===== src/rtl/mem_port_arbiter_if.sv =====
// Signal bundle for mem_port_arbiter: two master request/response channels, the RAM data port and debug taps.
// m1_lock exists only when ARB_LOCK_EN is defined.
interface mem_port_arbiter_if #(
    parameter int AWIDTH = 12,
    parameter int DWIDTH = 32
);
    logic              m0_req;
    logic              m0_we;
    logic [3:0]        m0_be;
    logic [31:0]       m0_addr;
    logic [DWIDTH-1:0] m0_wdata;
    logic              m0_gnt;
    logic              m0_rvalid;
    logic [DWIDTH-1:0] m0_rdata;

    logic              m1_req;
    logic              m1_we;
    logic [3:0]        m1_be;
    logic [31:0]       m1_addr;
    logic [DWIDTH-1:0] m1_wdata;
    logic              m1_gnt;
    logic              m1_rvalid;
    logic [DWIDTH-1:0] m1_rdata;
`ifdef ARB_LOCK_EN
    logic              m1_lock;
`endif

    logic              mem_wen;
    logic [3:0]        mem_wbe;
    logic [AWIDTH-1:0] mem_addr;
    logic [DWIDTH-1:0] mem_d;
    logic [DWIDTH-1:0] mem_q;

    // Arbiter state taps: aging counter and lock register.
    logic [7:0]        dbg_wait_cnt;
    logic              dbg_lock;

    // Handshake: a request is accepted in the cycle where req and gnt are both high;
    // read data returns with rvalid exactly one cycle after an accepted read.
    modport slave (
        input  m0_req, m0_we, m0_be, m0_addr, m0_wdata,
        output m0_gnt, m0_rvalid, m0_rdata,
        input  m1_req, m1_we, m1_be, m1_addr, m1_wdata,
        output m1_gnt, m1_rvalid, m1_rdata,
`ifdef ARB_LOCK_EN
        input  m1_lock,
`endif
        output mem_wen, mem_wbe, mem_addr, mem_d,
        input  mem_q,
        output dbg_wait_cnt, dbg_lock
    );

    modport master (
        output m0_req, m0_we, m0_be, m0_addr, m0_wdata,
        input  m0_gnt, m0_rvalid, m0_rdata,
        output m1_req, m1_we, m1_be, m1_addr, m1_wdata,
        input  m1_gnt, m1_rvalid, m1_rdata,
`ifdef ARB_LOCK_EN
        output m1_lock,
`endif
        input  mem_wen, mem_wbe, mem_addr, mem_d,
        output mem_q,
        input  dbg_wait_cnt, dbg_lock
    );
endinterface


===== src/rtl/mem_port_arbiter.sv =====
// Two-master arbiter for the RAM data port: m0 (CPU) has fixed priority, m1 (loader) is aged so it cannot starve.
// Optional macro ARB_LOCK_EN adds m1_lock for atomic loader bursts.
module mem_port_arbiter #(
    parameter int AWIDTH   = 12,
    parameter int DWIDTH   = 32,
    parameter int MAX_WAIT = 8
) (
    input logic clk,
    input logic n_rst,
    mem_port_arbiter_if.slave bus
);
    localparam logic [7:0] MAX_W = 8'(MAX_WAIT);

    logic [7:0]        wait_cnt;
    logic              force1;
    logic              lock_q;
    logic              m0_gnt;
    logic              m1_gnt;
    logic              m0_rvalid_q;
    logic              m1_rvalid_q;
    logic [DWIDTH-1:0] m0_rdata_q;
    logic [DWIDTH-1:0] m1_rdata_q;

    assign force1 = (wait_cnt == MAX_W);

`ifdef ARB_LOCK_EN
    // Lock is taken by a granted m1 access with m1_lock high and released by the
    // first cycle that drops either m1_lock or m1_req.
    always_ff @(posedge clk or negedge n_rst) begin
        if (!n_rst) begin
            lock_q <= 1'b0;
        end else if (lock_q) begin
            if (!bus.m1_lock || !bus.m1_req) lock_q <= 1'b0;
        end else if (m1_gnt && bus.m1_lock) begin
            lock_q <= 1'b1;
        end
    end
`else
    assign lock_q = 1'b0;
`endif

    assign m0_gnt = bus.m0_req & ~force1 & ~lock_q;
    assign m1_gnt = bus.m1_req & (~bus.m0_req | force1 | lock_q);

    // A forced grant clears the counter, so m0 wins the next contended cycle.
    always_ff @(posedge clk or negedge n_rst) begin
        if (!n_rst) begin
            wait_cnt <= 8'd0;
        end else if (lock_q) begin
            wait_cnt <= 8'd0;
        end else if (bus.m1_req && !m1_gnt) begin
            if (wait_cnt != MAX_W) wait_cnt <= wait_cnt + 8'd1;
        end else begin
            wait_cnt <= 8'd0;
        end
    end

    always_comb begin
        bus.mem_wen  = 1'b0;
        bus.mem_wbe  = 4'b0000;
        bus.mem_addr = '0;
        bus.mem_d    = '0;
        if (m0_gnt) begin
            bus.mem_wen  = bus.m0_we;
            bus.mem_wbe  = bus.m0_be;
            bus.mem_addr = bus.m0_addr[AWIDTH+1:2];
            bus.mem_d    = bus.m0_wdata;
        end else if (m1_gnt) begin
            bus.mem_wen  = bus.m1_we;
            bus.mem_wbe  = bus.m1_be;
            bus.mem_addr = bus.m1_addr[AWIDTH+1:2];
            bus.mem_d    = bus.m1_wdata;
        end
    end

    // Read response: mem_q is sampled at the grant edge; rdata holds until the next read.
    always_ff @(posedge clk or negedge n_rst) begin
        if (!n_rst) begin
            m0_rvalid_q <= 1'b0;
            m1_rvalid_q <= 1'b0;
            m0_rdata_q  <= '0;
            m1_rdata_q  <= '0;
        end else begin
            m0_rvalid_q <= m0_gnt & ~bus.m0_we;
            m1_rvalid_q <= m1_gnt & ~bus.m1_we;
            if (m0_gnt && !bus.m0_we) m0_rdata_q <= bus.mem_q;
            if (m1_gnt && !bus.m1_we) m1_rdata_q <= bus.mem_q;
        end
    end

    assign bus.m0_gnt       = m0_gnt;
    assign bus.m1_gnt       = m1_gnt;
    assign bus.m0_rvalid    = m0_rvalid_q;
    assign bus.m1_rvalid    = m1_rvalid_q;
    assign bus.m0_rdata     = m0_rdata_q;
    assign bus.m1_rdata     = m1_rdata_q;
    assign bus.dbg_wait_cnt = wait_cnt;
    assign bus.dbg_lock     = lock_q;
endmodule


===== src/flat_wrapper.sv =====
// flat-port wrapper written by rule: the top's interface ports become plain ports
module mem_port_arbiter_flat 
#(
    parameter int AWIDTH   = 12,
    parameter int DWIDTH   = 32,
    parameter int MAX_WAIT = 8
)
  (clk, n_rst, bus_m0_req, bus_m0_we, bus_m0_be, bus_m0_addr, bus_m0_wdata, bus_m0_gnt, bus_m0_rvalid, bus_m0_rdata, bus_m1_req, bus_m1_we, bus_m1_be, bus_m1_addr, bus_m1_wdata, bus_m1_gnt, bus_m1_rvalid, bus_m1_rdata, bus_mem_wen, bus_mem_wbe, bus_mem_addr, bus_mem_d, bus_mem_q, bus_dbg_wait_cnt, bus_dbg_lock);
  mem_port_arbiter_if #(.AWIDTH(AWIDTH), .DWIDTH(DWIDTH)) bus_i ();
  input logic clk;
  input logic n_rst;
  input wire logic [$bits(bus_i.m0_req)-1:0] bus_m0_req;
  input wire logic [$bits(bus_i.m0_we)-1:0] bus_m0_we;
  input wire logic [$bits(bus_i.m0_be)-1:0] bus_m0_be;
  input wire logic [$bits(bus_i.m0_addr)-1:0] bus_m0_addr;
  input wire logic [$bits(bus_i.m0_wdata)-1:0] bus_m0_wdata;
  output wire logic [$bits(bus_i.m0_gnt)-1:0] bus_m0_gnt;
  output wire logic [$bits(bus_i.m0_rvalid)-1:0] bus_m0_rvalid;
  output wire logic [$bits(bus_i.m0_rdata)-1:0] bus_m0_rdata;
  input wire logic [$bits(bus_i.m1_req)-1:0] bus_m1_req;
  input wire logic [$bits(bus_i.m1_we)-1:0] bus_m1_we;
  input wire logic [$bits(bus_i.m1_be)-1:0] bus_m1_be;
  input wire logic [$bits(bus_i.m1_addr)-1:0] bus_m1_addr;
  input wire logic [$bits(bus_i.m1_wdata)-1:0] bus_m1_wdata;
  output wire logic [$bits(bus_i.m1_gnt)-1:0] bus_m1_gnt;
  output wire logic [$bits(bus_i.m1_rvalid)-1:0] bus_m1_rvalid;
  output wire logic [$bits(bus_i.m1_rdata)-1:0] bus_m1_rdata;
  output wire logic [$bits(bus_i.mem_wen)-1:0] bus_mem_wen;
  output wire logic [$bits(bus_i.mem_wbe)-1:0] bus_mem_wbe;
  output wire logic [$bits(bus_i.mem_addr)-1:0] bus_mem_addr;
  output wire logic [$bits(bus_i.mem_d)-1:0] bus_mem_d;
  input wire logic [$bits(bus_i.mem_q)-1:0] bus_mem_q;
  output wire logic [$bits(bus_i.dbg_wait_cnt)-1:0] bus_dbg_wait_cnt;
  output wire logic [$bits(bus_i.dbg_lock)-1:0] bus_dbg_lock;
  assign bus_i.m0_req = bus_m0_req;
  assign bus_i.m0_we = bus_m0_we;
  assign bus_i.m0_be = bus_m0_be;
  assign bus_i.m0_addr = bus_m0_addr;
  assign bus_i.m0_wdata = bus_m0_wdata;
  assign bus_m0_gnt = bus_i.m0_gnt;
  assign bus_m0_rvalid = bus_i.m0_rvalid;
  assign bus_m0_rdata = bus_i.m0_rdata;
  assign bus_i.m1_req = bus_m1_req;
  assign bus_i.m1_we = bus_m1_we;
  assign bus_i.m1_be = bus_m1_be;
  assign bus_i.m1_addr = bus_m1_addr;
  assign bus_i.m1_wdata = bus_m1_wdata;
  assign bus_m1_gnt = bus_i.m1_gnt;
  assign bus_m1_rvalid = bus_i.m1_rvalid;
  assign bus_m1_rdata = bus_i.m1_rdata;
  assign bus_mem_wen = bus_i.mem_wen;
  assign bus_mem_wbe = bus_i.mem_wbe;
  assign bus_mem_addr = bus_i.mem_addr;
  assign bus_mem_d = bus_i.mem_d;
  assign bus_i.mem_q = bus_mem_q;
  assign bus_dbg_wait_cnt = bus_i.dbg_wait_cnt;
  assign bus_dbg_lock = bus_i.dbg_lock;
  mem_port_arbiter #(.AWIDTH(AWIDTH), .DWIDTH(DWIDTH), .MAX_WAIT(MAX_WAIT)) u_core (.clk(clk), .n_rst(n_rst), .bus(bus_i));
endmodule

===== config.mk =====
export PLATFORM = sky130hd
export DESIGN_NAME = mem_port_arbiter_flat
export DESIGN_NICKNAME = d
export VERILOG_FILES = /design/src/rtl/mem_port_arbiter_if.sv /design/src/rtl/mem_port_arbiter.sv /design/src/flat_wrapper.sv
export SDC_FILE = /design/constraint.sdc
export NUM_CORES = 1
export LEC_CHECK = 0
export BUFFER_PORTS_ARGS = -buffer_cell sky130_fd_sc_hd__buf_4
export CAP_MARGIN = 15
export CORE_AREA = 5 5 114 116
export DETAILED_ROUTE_END_ITERATION = 8
export DIE_AREA = 0 0 119 121
export PLACE_DENSITY = 0.73
export SETUP_SLACK_MARGIN = 0.3
export SYNTH_ARGS = -nofsm -noshare
export SYNTH_HDL_FRONTEND = slang
export SYNTH_SLANG_ARGS = --single-unit

===== constraint.sdc =====
create_clock -name clk -period 6.02 [get_ports clk]
set_input_delay 0.301 -clock clk [delete_from_list [all_inputs] [get_ports clk]]
set_output_delay 0.301 -clock clk [all_outputs]
set_load 0.05 [all_outputs]

==> summary.txt <==
Status
  • Status: finished, final reports clean

Yosys
  • Synthesized area: roughly 4300 µm²
  • Count of cell types in the netlist: 27
  • Syn Nets: ~650
  • Mean Syn Cell Area: a little over 9 µm²
  • Synth warnings: 0
  • Sequential area share after synthesis: 0.4261
  • Seq cells post-synth: 74
  • Syn Inst Count: approximately 480

Global routing
  • GR Overflow Total: 0
  • GR peak layer: met2
  • GRT Resource Usage Total: 0.2236
  • Met2 Resource Use GR: 0.3412
  • Number of global-route vias before repair: between 4,000 and 5,000
  • First-pass GRT wire length: approximately 26,000 µm
  • Pin count of the biggest net entering global routing: between 80 and 90
  • Antenna violations before repair: 0
  • GR Util met1: 0.3076
  • Met3 usage: 0.06340

Setup path
  • CP Buf/Inv Count: 3
  • Crit path DAT: between 3 and 4 ns
  • CP endpoint kind: output pin
  • Setup Crit Path Kind: flop to output pin
  • Worst Path Required: approximately 5.7 ns
  • CP max FO: a little over 80
  • Worst Setup Start Kind: flop
  • Max incr delay on CP: between 0.8 and 0.9 ns
  • CP Cell Sequence: or4b_4 -> o21ai_0 -> inv_2 -> buf_4 -> o21ai_0 -> buf_4
  • Crit-path slowest cell: or4b_4
  • Cell family with most CP delay: buffers and inverters

Timing
  • Tcrit/Tclk final: 0.6412
  • RSZ-0062 raised after global routing: no
  • Setup-failing EPs final: 0
  • Peak Freq: ~0.26 GHz
  • Fin. Hold Viols: 0
  • Slew Viols, Final: 0
  • Fin crit period: 3.860 ns
  • Worst Skew: between 0.005 and 0.006 ns
  • Max_slew headroom: 0.3457
  • Worst Tran Pin Value: roughly 0.98 ns
  • Setup TNS: 0 ns

Route
  • DR pass1 iterations: 5
  • Via/cell ratio: ~5.7
  • Post-DR wirelength/cell: 20.23 µm
  • Post-DRT Antenna Nets: 0
  • Initial DRC Count: roughly 490
  • Via count: roughly 4,800
  • Total wire length: roughly 17,000 µm
  • Residual DRC: 0

Power and ir drop
  • Power Dens Cells: approximately 280 nW/µm²
  • VDD IR max: 217.0 µV
  • Static Leakage: approximately 2.9 nW

Cells and area
  • Final nets: 868
  • Final core occ: 0.5517
  • Antenna diode count: 0
  • Most frequent cells in the layout: 262 x buf_4, 113 x o211ai_1, 84 x o21ai_0
  • # fillers: around 1,100
  • Post-route insts no fill: between 800 and 900
  • Commonest non-fill, non-tap cell in the layout: buf_4
  • P&R area growth vs syn: 49.96%
  • Share of layout cells above drive strength 1: 0.4467

Floorplan
  • Initial core utilization: 0.3679
  • I/O pins: 300
  • Die width: approximately 120 µm
  • Die height: approximately 120 µm
  • Cell row count: 40
  • Die area: around 14,000 µm²
  • CORE AREA: 11,810 µm²

Min path
  • Worst min-delay path class: input port to asynchronous set/reset pin

Clocking
  • Clk slew on worst S/H paths: roughly 0.05 ns
  • CTS tree: done
  • Post-CTS Setup Repair Bufs: 0
  • Post-CTS Resized: 0
  • CTS max path bufs: 2
  • Depth of the CTS H-tree: 3
  • Worst-Skew Late Latency: about 0.33 ns
  • Clk root buf: clkbuf_16
  • CTS Buf Count: 9
  • Hold buffers post-CTS: 0
  • Number of clock sinks: 74

Job
  • Max cap viols: 0

Place
  • Cells after DPL: around 830
  • Port buffer count: ~260
  • Routability congestion estimate: about 0.93
  • DP Wirelength: 11,760 µm
-- routing by layer --
metal	wire [µm]	vias up
li1	-	2176
met1	7173	2329
met2	7987	234
met3	1514	28
met4	342	0
met5	0	-
-- Yosys cell counts --
library cell,count,share of area
nor2_1,5,0.0043
nand3_1,3,0.0035
buf_4,1,0.0017
nand4_1,1,0.0014
mux2_4,28,0.097
xor2_1,2,0.0040
or4b_1,1,0.0023
a21oi_1,4,0.0046
mux2_2,4,0.010
buf_2,1,0.0012
or3_1,3,0.0043
buf_1,8,0.0069
dfrtp_1,74,0.43
inv_1,5,0.0043
conb_1,1,0.00086
nor3_1,1,0.0012
o211a_1,1,0.0023
clkbuf_1,43,0.037
o21ai_0,84,0.097
o211ai_1,113,0.20
or3b_2,1,0.0020
ha_1,2,0.0058
nor2b_1,1,0.0014
nand2_1,83,0.072
and3_1,1,0.0014
buf_6,4,0.010
xnor2_1,1,0.0020
-- per-stage QoR --
step | power (mW) | instance area, µm² | hold WS [ns] | setup WS [ns]
6_report | 1.835 | 6516 | 0.1185 | 2.160
5_1_grt | 1.909 | 6516 | 0.2006 | 1.979
2_1_floorplan | 1.084 | 4345 | 0.005409 | 2.393
4_1_cts | 1.848 | 6516 | 0.1489 | 2.203
3_5_place_dp | 1.362 | 6256 | 0.4941 | 2.588
3_3_place_gp | 1.349 | 6256 | 0.4863 | 2.643
-- sequential cells by signal (all words and copies together), names as in the netlist --
register                 flops
u_core.bus.m0_rvalid         1
u_core.bus.m0_rdata         32
u_core.bus.m1_rdata         32
u_core.bus.m1_rvalid         1
u_core.bus.dbg_wait_cnt      8
-- layout make-up --
type / instances / area, µm² / area share
clock buffer: 13 / 260.3 / 0.03994
timing repair buffer: 262 / 1967 / 0.3018
inverter: 5 / 18.77 / 0.002880
multi-input combinational: 340 / 2235 / 0.3429
tap: 147 / 183.9 / 0.02823
sequential: 74 / 1852 / 0.2842
-- worst reg2reg max path: stages, from the launching register on --
cell	delay (ns)
dfrtp_1	0.42
inv_1	0.06
ha_1	0.18
or3b_4	0.23
buf_4	0.71
o211a_2	0.59
buf_4	0.46
mux2_4	0.38
-- worst paths after layout --
kind                                            to                  startpoint  cells past startpoint  slack (ns)
max                                bus_mem_addr[5]  u_core.bus.dbg_wait_cnt[3]                      6        2.16
min                         u_core.bus.m0_rdata[8]                       n_rst                      1        0.12
max reg2reg                 u_core.bus.m0_rdata[4]  u_core.bus.dbg_wait_cnt[0]                      7        2.87
min reg2reg                u_core.bus.m0_rdata[27]     u_core.bus.m0_rdata[27]                      1        0.51
max in group asynchronous  u_core.bus.m1_rdata[28]                       n_rst                      1        5.29
min in group clk           u_core.bus.m0_rdata[22]               bus_mem_q[22]                      2        0.21
-- report_power, final --
part / internal (mW) / switching [mW] / total [mW]
sequential: 0.561 / 0.0441 / 0.605
combinational: 0.254 / 0.495 / 0.749
clock: 0.295 / 0.186 / 0.481
total: 1.11 / 0.725 / 1.83
-- logic make-up after synthesis --
family                     after synthesis  share of synthesized area
AOI/OAI and AO/OA                      202                     0.2989
xor gates and xnor gates                 3                   0.006048
adders and majority gates                2                   0.005758
buffers and inverters                   62                    0.06162
DFF                                     74                     0.4261
muxes                                   32                     0.1071
other                                    1                  0.0008630
and+or+nand+nor                        100                    0.09358
No activity file was read; power rests on OpenSTA's default activity.
